[config.mk]
export PLATFORM = sky130hd
export DESIGN_NAME = i2s_filtr_if
export DESIGN_NICKNAME = d
export VERILOG_FILES = /design/src/rtl/i2s_filtr_pkg.sv /design/src/rtl/i2s_filtr_if_clkgen.sv /design/src/rtl/i2s_filtr_if.sv
export SDC_FILE = /design/constraint.sdc
export NUM_CORES = 1
export LEC_CHECK = 0
export BUFFER_PORTS_ARGS = -buffer_cell sky130_fd_sc_hd__buf_2
export CORE_MARGIN = 2
export CORE_UTILIZATION = 58
export CTS_BUF_LIST = sky130_fd_sc_hd__clkbuf_16
export DETAILED_ROUTE_END_ITERATION = 8
export PLACE_DENSITY = 0.79
export SLEW_MARGIN = 20
export SYNTH_ARGS = -nofsm -noshare
export SYNTH_HDL_FRONTEND = slang
export SYNTH_SLANG_ARGS = --single-unit
[constraint.sdc]
create_clock -name clk -period 3.8 [get_ports clk]
set_input_delay 0.57 -clock clk [delete_from_list [all_inputs] [get_ports clk]]
set_output_delay 0.57 -clock clk [all_outputs]
set_load 0.01 [all_outputs]
[src/rtl/i2s_filtr_pkg.sv]
// Shared constants, slot geometry and handshake state encoding for the
// codec-side I2S interface of the audio filter chain.
package i2s_filtr_pkg;

    localparam int DATA_SIZE  = 24;
    localparam int SLOT_BITS  = 32;
    localparam int FRAME_BITS = 64;

    localparam int BIT_CNT_W = $clog2(FRAME_BITS);
    localparam int POS_W     = $clog2(SLOT_BITS);

    typedef logic [POS_W-1:0] slot_pos_t;

    // Standard I2S: MSB one BCLK after the word-select change, hand-off
    // on the first bit position after the LSB.
    localparam slot_pos_t SLOT_FIRST_BIT = 5'd1;
    localparam slot_pos_t SLOT_LAST_BIT  = 5'd24;
    localparam slot_pos_t HANDOFF_BIT    = 5'd25;

    typedef enum logic [1:0] {
        H_IDLE = 2'd0,
        H_WAIT = 2'd1,
        H_CAPT = 2'd2
    } hs_state_t;

    function automatic logic in_data_window(input slot_pos_t p);
        return (p >= SLOT_FIRST_BIT) && (p <= SLOT_LAST_BIT);
    endfunction

endpackage

[src/rtl/i2s_filtr_if_clkgen.sv]
// BCLK / LRCLK generator. Divides clk down to BCLK, counts bits in the
// 64-bit frame and produces one-clk strobes aligned to the BCLK edges.
module i2s_filtr_if_clkgen
    import i2s_filtr_pkg::*;
#(
    parameter int BCLK_DIV = 16
) (
    input  logic                 clk,
    input  logic                 reset,
    output logic                 bclk,
    output logic                 rise_stb,
    output logic                 fall_stb,
    output logic [BIT_CNT_W-1:0] bit_cnt,
    output logic                 lrclk
);

    localparam int DIV_W = (BCLK_DIV > 1) ? $clog2(BCLK_DIV) : 1;
    localparam logic [DIV_W-1:0] DIV_LAST = DIV_W'(BCLK_DIV - 1);

    logic [DIV_W-1:0] div_cnt;
    logic             tc;

    // Strobes are high in the clk cycle whose closing edge toggles bclk.
    assign tc       = (div_cnt == DIV_LAST);
    assign rise_stb = tc & ~bclk;
    assign fall_stb = tc &  bclk;

    // Word select is the frame counter MSB, so it moves with falling BCLK.
    assign lrclk = bit_cnt[BIT_CNT_W-1];

    // Divider, bit clock and frame bit counter.
    always_ff @(posedge clk or posedge reset) begin
        if (reset) begin
            div_cnt <= '0;
            bclk    <= 1'b0;
            bit_cnt <= '0;
        end else if (tc) begin
            div_cnt <= '0;
            bclk    <= ~bclk;
            if (bclk) begin
                bit_cnt <= bit_cnt + BIT_CNT_W'(1);
            end
        end else begin
            div_cnt <= div_cnt + DIV_W'(1);
        end
    end

endmodule

[src/rtl/i2s_filtr_if.sv]
// I2S master toward the codec: deserialises the left ADC sample, hands it
// to the filter once per frame and serialises the filtered result to the
// DAC (both slots) in the following frame.
//
// Filter handshake: filt_sample_trig is a one-clk valid with no ready;
// filt_data_in holds its value until the next hand-off. The filter answers
// with a one-clk filt_done and presents its result on filt_data_out one clk
// later. A hand-off arriving while a request is still outstanding is
// dropped and latched into the sticky overrun flag.
module i2s_filtr_if #(
    parameter int DATA_SIZE = 24,
    parameter int BCLK_DIV  = 16
) (
    input  logic                        clk,
    input  logic                        reset,
    output logic                        i2s_bclk,
    output logic                        i2s_lrclk,
    input  logic                        i2s_sdin,
    output logic                        i2s_sdout,
    output logic signed [DATA_SIZE-1:0] filt_data_in,
    output logic                        filt_sample_trig,
    input  logic                        filt_done,
    input  logic signed [DATA_SIZE-1:0] filt_data_out,
    output logic                        overrun
);

    import i2s_filtr_pkg::*;

    logic                 rise_stb;
    logic                 fall_stb;
    logic [BIT_CNT_W-1:0] bit_cnt;
    logic [BIT_CNT_W-1:0] bit_cnt_nxt;
    slot_pos_t            pos;
    slot_pos_t            pos_nxt;
    slot_pos_t            tx_idx;
    logic                 handoff;
    hs_state_t            h_state;
    logic [DATA_SIZE-1:0] rx_shift;
    logic [DATA_SIZE-1:0] tx_word;
    logic [DATA_SIZE-1:0] result_reg;

    i2s_filtr_if_clkgen #(
        .BCLK_DIV (BCLK_DIV)
    ) u_clkgen (
        .clk      (clk),
        .reset    (reset),
        .bclk     (i2s_bclk),
        .rise_stb (rise_stb),
        .fall_stb (fall_stb),
        .bit_cnt  (bit_cnt),
        .lrclk    (i2s_lrclk)
    );

    // Current slot position, and the position the next falling edge enters.
    assign pos         = bit_cnt[POS_W-1:0];
    assign bit_cnt_nxt = bit_cnt + BIT_CNT_W'(1);
    assign pos_nxt     = bit_cnt_nxt[POS_W-1:0];
    assign tx_idx      = POS_W'(DATA_SIZE) - pos_nxt;
    assign handoff     = rise_stb & ~i2s_lrclk & (pos == HANDOFF_BIT);

    // Left-slot receive shifter, MSB first; right slot is not used.
    always_ff @(posedge clk or posedge reset) begin
        if (reset) begin
            rx_shift <= '0;
        end else if (rise_stb && !i2s_lrclk && in_data_window(pos)) begin
            rx_shift <= {rx_shift[DATA_SIZE-2:0], i2s_sdin};
        end
    end

    // Filter handshake FSM; filt_done is evaluated before the hand-off so a
    // coincident hand-off sees the pre-transition state.
    always_ff @(posedge clk or posedge reset) begin
        if (reset) begin
            h_state          <= H_IDLE;
            filt_sample_trig <= 1'b0;
            filt_data_in     <= '0;
            result_reg       <= '0;
            overrun          <= 1'b0;
        end else begin
            filt_sample_trig <= 1'b0;
            case (h_state)
                H_WAIT: begin
                    if (filt_done) begin
                        h_state <= H_CAPT;
                    end
                end
                H_CAPT: begin
                    result_reg <= filt_data_out;
                    h_state    <= H_IDLE;
                end
                default: ;
            endcase
            if (handoff) begin
                if (h_state == H_IDLE) begin
                    filt_data_in     <= rx_shift;
                    filt_sample_trig <= 1'b1;
                    h_state          <= H_WAIT;
                end else begin
                    overrun <= 1'b1;
                end
            end
        end
    end

    // Transmit: reload the word at frame start, shift bits out on falling BCLK.
    always_ff @(posedge clk or posedge reset) begin
        if (reset) begin
            tx_word   <= '0;
            i2s_sdout <= 1'b0;
        end else if (fall_stb) begin
            if (bit_cnt_nxt == '0) begin
                tx_word <= result_reg;
            end
            if (in_data_window(pos_nxt)) begin
                i2s_sdout <= tx_word[tx_idx];
            end else begin
                i2s_sdout <= 1'b0;
            end
        end
    end

endmodule
Yosys cells after proc, flatten, opt, wreduce, memory -nomap -nowiden
Index checks and enable logic that the tools add are counted.
{ "word_totals": {"register_bits": 112, "input_bits": 28, "out_inout_bits": 29, "wordCells": 51} }
{ "op_classes": {"add_sub_neg": 3, "magnitude_cmp": 5, "n_eq_ne": 4, "muxes": 10, "bitwise_logic": 7, "n_reduce_logical": 11} }
{ "ops": {"columns": ["operator", "count"], "rows": [
  ["greater-or-equal comparator 5 x 1 -> 1 bit, second input constant", 2],
  ["<= comparator 5 bit, second input constant", 2],
  ["AND reduction 2 bit", 4],
  ["adder 6 x 1 -> 6 bit, second input constant", 1],
  ["logical NOT 6 bit", 1],
  ["< comparator 5 x 6 -> 1 bit, second input constant", 1],
  ["2-to-1 mux 2 bit", 3],
  ["binary-select mux 1 bit (select 5 bit)", 1],
  ["== test 5 bit, second input constant", 1],
  ["subtractor 5 bit, first input constant", 1],
  ["adder 4 x 1 -> 4 bit, second input constant", 1],
  ["bitwise AND 1 bit", 4],
  ["== test 4 bit, second input constant", 1],
  ["logical AND 1 bit", 4],
  ["2-to-1 mux 1 bit", 4],
  ["2-to-1 mux 4 bit", 1],
  ["one-hot mux 2 bit (2 select lines)", 1],
  ["NOT 1 bit", 3],
  ["== test 2 x 1 -> 1 bit, second input constant", 1],
  ["== test 2 bit, second input constant", 1],
  ["logical NOT 2 bit", 1],
  ["logical NOT 1 bit", 1]
]} }

Longest topological paths before layout
{ "depth": {"ltp_word": 5, "depth_mapped": 10, "depth_no_buf": 8} }

Hierarchy
From an unflattened synthesis, not the netlist that was laid out.
{ "hier_totals": {"hier_cells": 340, "area_unflattened_um2": 4939.7} }
{ "by_module_without_submodules": {"columns": ["mod", "instances", "cells_each", "area_per_inst_um2", "seq_area_each_um2"], "rows": [
  ["i2s_filtr_if", 1, 302, 4470.5, 2527.4],
  ["i2s_filtr_if_clkgen", 1, 38, 469.2, 275.3]
]} }

Worst setup path before layout
Ideal clock, no wire load.
{ "synth_path": {"kind": "reg2reg", "start": "register u_clkgen.bit_cnt[1]", "end": "register i2s_sdout", "setup_ns": 0.087, "arrival_ns": 2.164, "required_time_ns": 3.713, "slack_ns": 1.549, "stages_incl_launch_ff": 10, "path_buffers": 1, "period_less_slack_ns": 2.251, "cell_sequence": "dfrtp_1 inv_1 ha_1 buf_2 nor3_1 or2_2 o311ai_0 a21boi_0 o211ai_1 o211ai_1"} }
{ "synth_between": {"elab_chain_cells": 5, "word_cells_on_any_way": 8, "classes_between": "2 x add/sub; 2 x order compare; 3 x mux; 1 x reduce/logical"} }
{ "synth_rtl": {"columns": ["item", "line", "text"], "rows": [
  ["start, declared", "i2s_filtr_if_clkgen.sv:13", "output logic [BIT_CNT_W-1:0] bit_cnt,"],
  ["start signal, assigned", "i2s_filtr_if_clkgen.sv:41", "bit_cnt <= bit_cnt + BIT_CNT_W'(1);"],
  ["adder 6 x 1 -> 6 bit *", "i2s_filtr_if.sv:56", "assign bit_cnt_nxt = bit_cnt + BIT_CNT_W'(1);"],
  ["named net bit_cnt_nxt[1]", "i2s_filtr_if.sv:32", "logic [BIT_CNT_W-1:0] bit_cnt_nxt;"],
  ["subtractor 5 bit", "i2s_filtr_if.sv:58", "assign tx_idx = POS_W'(DATA_SIZE) - pos_nxt;"],
  ["binary-select mux 1 bit (select 5 bit)", "i2s_filtr_if.sv:115", "i2s_sdout <= tx_word[tx_idx];"],
  ["2-to-1 mux 1 bit (not written as such)", "i2s_filtr_if.sv:115", null],
  ["2-to-1 mux 1 bit *", "i2s_filtr_if.sv:114", "if (in_data_window(pos_nxt)) begin"],
  ["end signal, assigned", "i2s_filtr_if.sv:115", null],
  ["end, declared", "i2s_filtr_if.sv:19", "output logic i2s_sdout,"]
]} }
The timed path passes the listed nets; every way through them passes the cells marked *. The select of a mux whose other input is x is not followed.
A chain may end at the register's enable or synchronous reset.

Worst setup path in the final report
{ "layout_path": {"start": "register u_clkgen.bit_cnt[0]", "end": "register i2s_sdout"} }
Same word-level chain as after synthesis.

==> summary.md <==
| Metric | Value |
|---|---|
| Syn Std Cell Area | 0.004851 mm2 |
| Power density cells | 481.1 mW/mm2 |
| Setup TNS | 0 ns |
| Cts repair resizes | 0 |
| Most frequent cells in the layout | dfrtp_1 (112), mux2_2 (76), buf_2 (56), mux2_4 (20), nand2_1 (13) |
| Most common cell after layout, fill and taps aside | dfrtp_1 |
| RSZ-0062 raised after global routing | false |
| Highest Signal Layer | met4 |
| Worst slew margin | 0.3124 |
| Grt ovf | 0 |
| Worst EP required | 4.06 ns |
| Post-Syn Instances | 328 |
| Slew Limit Fails | 0 |
| Die ar. | 0.009111 mm2 |
| Switching Share | 0.2367 |
| Routed met3 length | 346 um |
| CP endpoint | i2s_sdout$_DFFE_PP0P_ |
| CTS sink count | 112 |
| ANT cells | 0 |
| Critical path endpoint category | flop |
| Total CTS buffers | 9 |
| Int Power | 2.027 mW |
| Combinational fraction of design power | 0.109 |
| P_sw | 628.7 uW |
| HPWL Detailed | 5253 um |
| Synth warn | 0 |
| Clock network power share | 0.362 |
| Reg-to-Reg End | i2s_sdout$_DFFE_PP0P_ |
| Final GP Congestion | 0.8379 |
| CTS HTree Levels | 3 |
| Drt drc | 0 |
| Tightest Hold Check Type | input port to asynchronous set/reset pin |
| Sequential area share after synthesis | 0.5778 |
| Maximum vdd ir drop | 0.3126 mV |
| # rows | 33 |
| Die Y-Extent | 95.45 um |
| R2r setup slk | 0.72 ns |
| Clock Skew | 0.008058 ns |
| # fillers | 600 |
| Drt first pass iters | 4 |
| Final setup violation count | 0 |
| R2r startpoint | u_clkgen.bit_cnt[0]$_DFFE_PP0P_ |
| Core area | 0.008175 mm2 |
| Final hold viol count | 0 |
| Vias | 2,732 |
| Share of cells above drive strength 1 | 0.4845 |
| CTS tree | built |
| Tcrit/Tclk final | 0.8111 |
| I/O pins | 57 |
| Clk root buf | clkbuf_16 |
| Met2 routed WL | 3883 um |
| Initial Util | 0.5934 |
| Largest cells by area after synthesis | dfrtp_1 (58%), mux2_2 (18%), mux2_4 (6.2%) |
| Post-route ant nets | 0 |
| Final Critical Period | 3.082 ns |
| Met1 WL | 3519 um |
| Mean Syn Cell Area | 14.79 um2 |
| Leak | 2.831 nW |
| Worst Setup Start Kind | flop |
| Gr usage total | 0.1924 |
| Pin count of the biggest net entering global routing | 85 |
| CP Class | flop to flop |
| First-pass GRT wire length | 13,350 um |
| Achievable frequency | 324.5 MHz |
| Critical Path Fanout Max | 16 |
| Area Overhead vs Synth | 13.80% |
| Maximum capacitance violations | 0 |
| Dpl cells | 476 |
| Port Buffers | 56 |
| Vias in the first global route | 2,766 |
| Synth top area share | 0.5778 |
| Hold-fix buffers, CTS | 0 |
| Setup Fix Bufs, Post-CTS | 0 |
| Status | complete, no violations |
| Max clock buf depth | 2 |
| Worst-margin pin slew | 1.031 ns |
| Die X | 95.45 um |
| Synth unique cells | 43 |
| Total chip power | 2.656 mW |
| Cell taking the most area after synthesis | dfrtp_1 |
| Syn nets | 363 |
| WL/cell | 15.95 um |
| Worst setup path start | u_clkgen.bit_cnt[0]$_DFFE_PP0P_ |
| Clock transition at the registers of the reported paths | 0.07 ns |
| Arr. time, crit path | 3.34 ns |
| Nets | 418 |
| 1st-iter DRT viols | 212 |
| Initial antenna violation count | 0 |
| Seq pwr share | 0.529 |
| R2r worst-path depth | 8 |
| Worst-skew pair later-pin latency | 0.34 ns |
| Final Non-Filler Cells | 493 |
| Vias/cell | 5.542 |
| Synthesized flop and latch total | 112 |
| Routed wire length | 7862 um |
## synth_stat cells
cell,count
a21oi_1,5
inv_1,11
buf_1,1
o311ai_0,1
a211oi_1,1
a31oi_1,1
or3b_2,1
mux2_2,76
nor3_2,1
buf_12,2
and2_4,1
nand2b_1,1
mux2_4,20
mux4_2,6
ha_1,7
or2_2,1
mux2i_1,2
buf_2,7
xnor2_1,6
a32oi_1,1
buf_6,2
a41oi_1,1
nand2_1,13
nand3_1,2
clkbuf_1,4
or3_1,1
dfrtp_1,112
a21boi_0,1
nor2b_1,2
nor4bb_1,1
buf_4,2
nor2_1,6
and3_1,2
o211ai_1,3
a21o_1,2
nor4b_2,1
nand2_4,1
or4_1,1
xor2_1,4
nand4_1,2
nor3_1,6
and4b_1,1
o21ai_0,6
## worst min-delay path by stage
stage,slack [ns],end,cells after the start,start
after floorplan,0.44,u_clkgen.div_cnt[3]$_DFF_PP0_,1,u_clkgen.div_cnt[3]$_DFF_PP0_
after global placement,0.44,overrun$_DFFE_PP0P_,1,overrun$_DFFE_PP0P_
after detailed placement,0.46,overrun$_DFFE_PP0P_,1,overrun$_DFFE_PP0P_
after CTS,0.45,result_reg[15]$_DFFE_PP0N_,2,filt_data_out[15]
after global routing,0.19,result_reg[22]$_DFFE_PP0N_,2,reset
final,0.19,rx_shift[0]$_DFFE_PP0P_,2,reset
## critical path, cell delays in order (launching register included)
cell      delay, ns
dfrtp_1        0.76
inv_1          0.22
ha_1           0.59
nor4bb_1       0.12
or2_2          0.31
o311ai_0       0.52
a21boi_0       0.26
o211ai_1       0.10
o211ai_1       0.11
## cells by family after synthesis
| group | share of synthesized area |
|---|---|
| xor+xnor | 0.01805 |
| mux | 0.2703 |
| flops | 0.5778 |
| compound gates | 0.02889 |
| simple gates | 0.05133 |
| fa+ha+maj | 0.01805 |
| buf+inv | 0.03559 |
## final cells by class
class	count	area, um2	share of cell area
flip-flops and latches	112	2803	0.5077
multi-input cells	187	1884	0.3413
repair buffers	62	345.3	0.06256
clock buffers	9	225.2	0.04080
well taps	105	131.4	0.02380
clock inverters	7	87.58	0.01587
inverters	11	43.79	0.007933
## power groups by stage
| stage | clock [mW] | sequential (mW) | combinational, mW |
|---|---|---|---|
| floorplan | 0 | 1.40 | 0.241 |
| global placement | 0 | 1.43 | 0.272 |
| detailed placement | 0 | 1.43 | 0.288 |
| CTS | 0.985 | 1.41 | 0.290 |
| global route | 1.03 | 1.42 | 0.322 |
| finish | 0.961 | 1.41 | 0.289 |
## per-layer routing
metal  global-route usage  up-vias
li1                     -     1275
met5                    0        -
met3              0.03953       12
met4              0.08095        0
met2               0.2964       69
met1               0.2684     1376
## metrics by stage
| step | area, um2 | worst slack, ns | utilization | hold WS [ns] |
|---|---|---|---|---|
| final | 5520 | 0.7179 | 0.6752 | 0.1871 |
| after global routing | 5520 | 0.4227 | 0.6752 | 0.1924 |
| after CTS | 5490 | 0.7436 | 0.6716 | 0.4462 |
| after detailed placement | 5177 | 0.8246 | 0.6333 | 0.4568 |
| after global placement | 5177 | 0.9657 | 0.6333 | 0.4372 |
| after floorplan | 4851 | 0.2710 | - | 0.4424 |
Power figures use the tool's default switching activity.
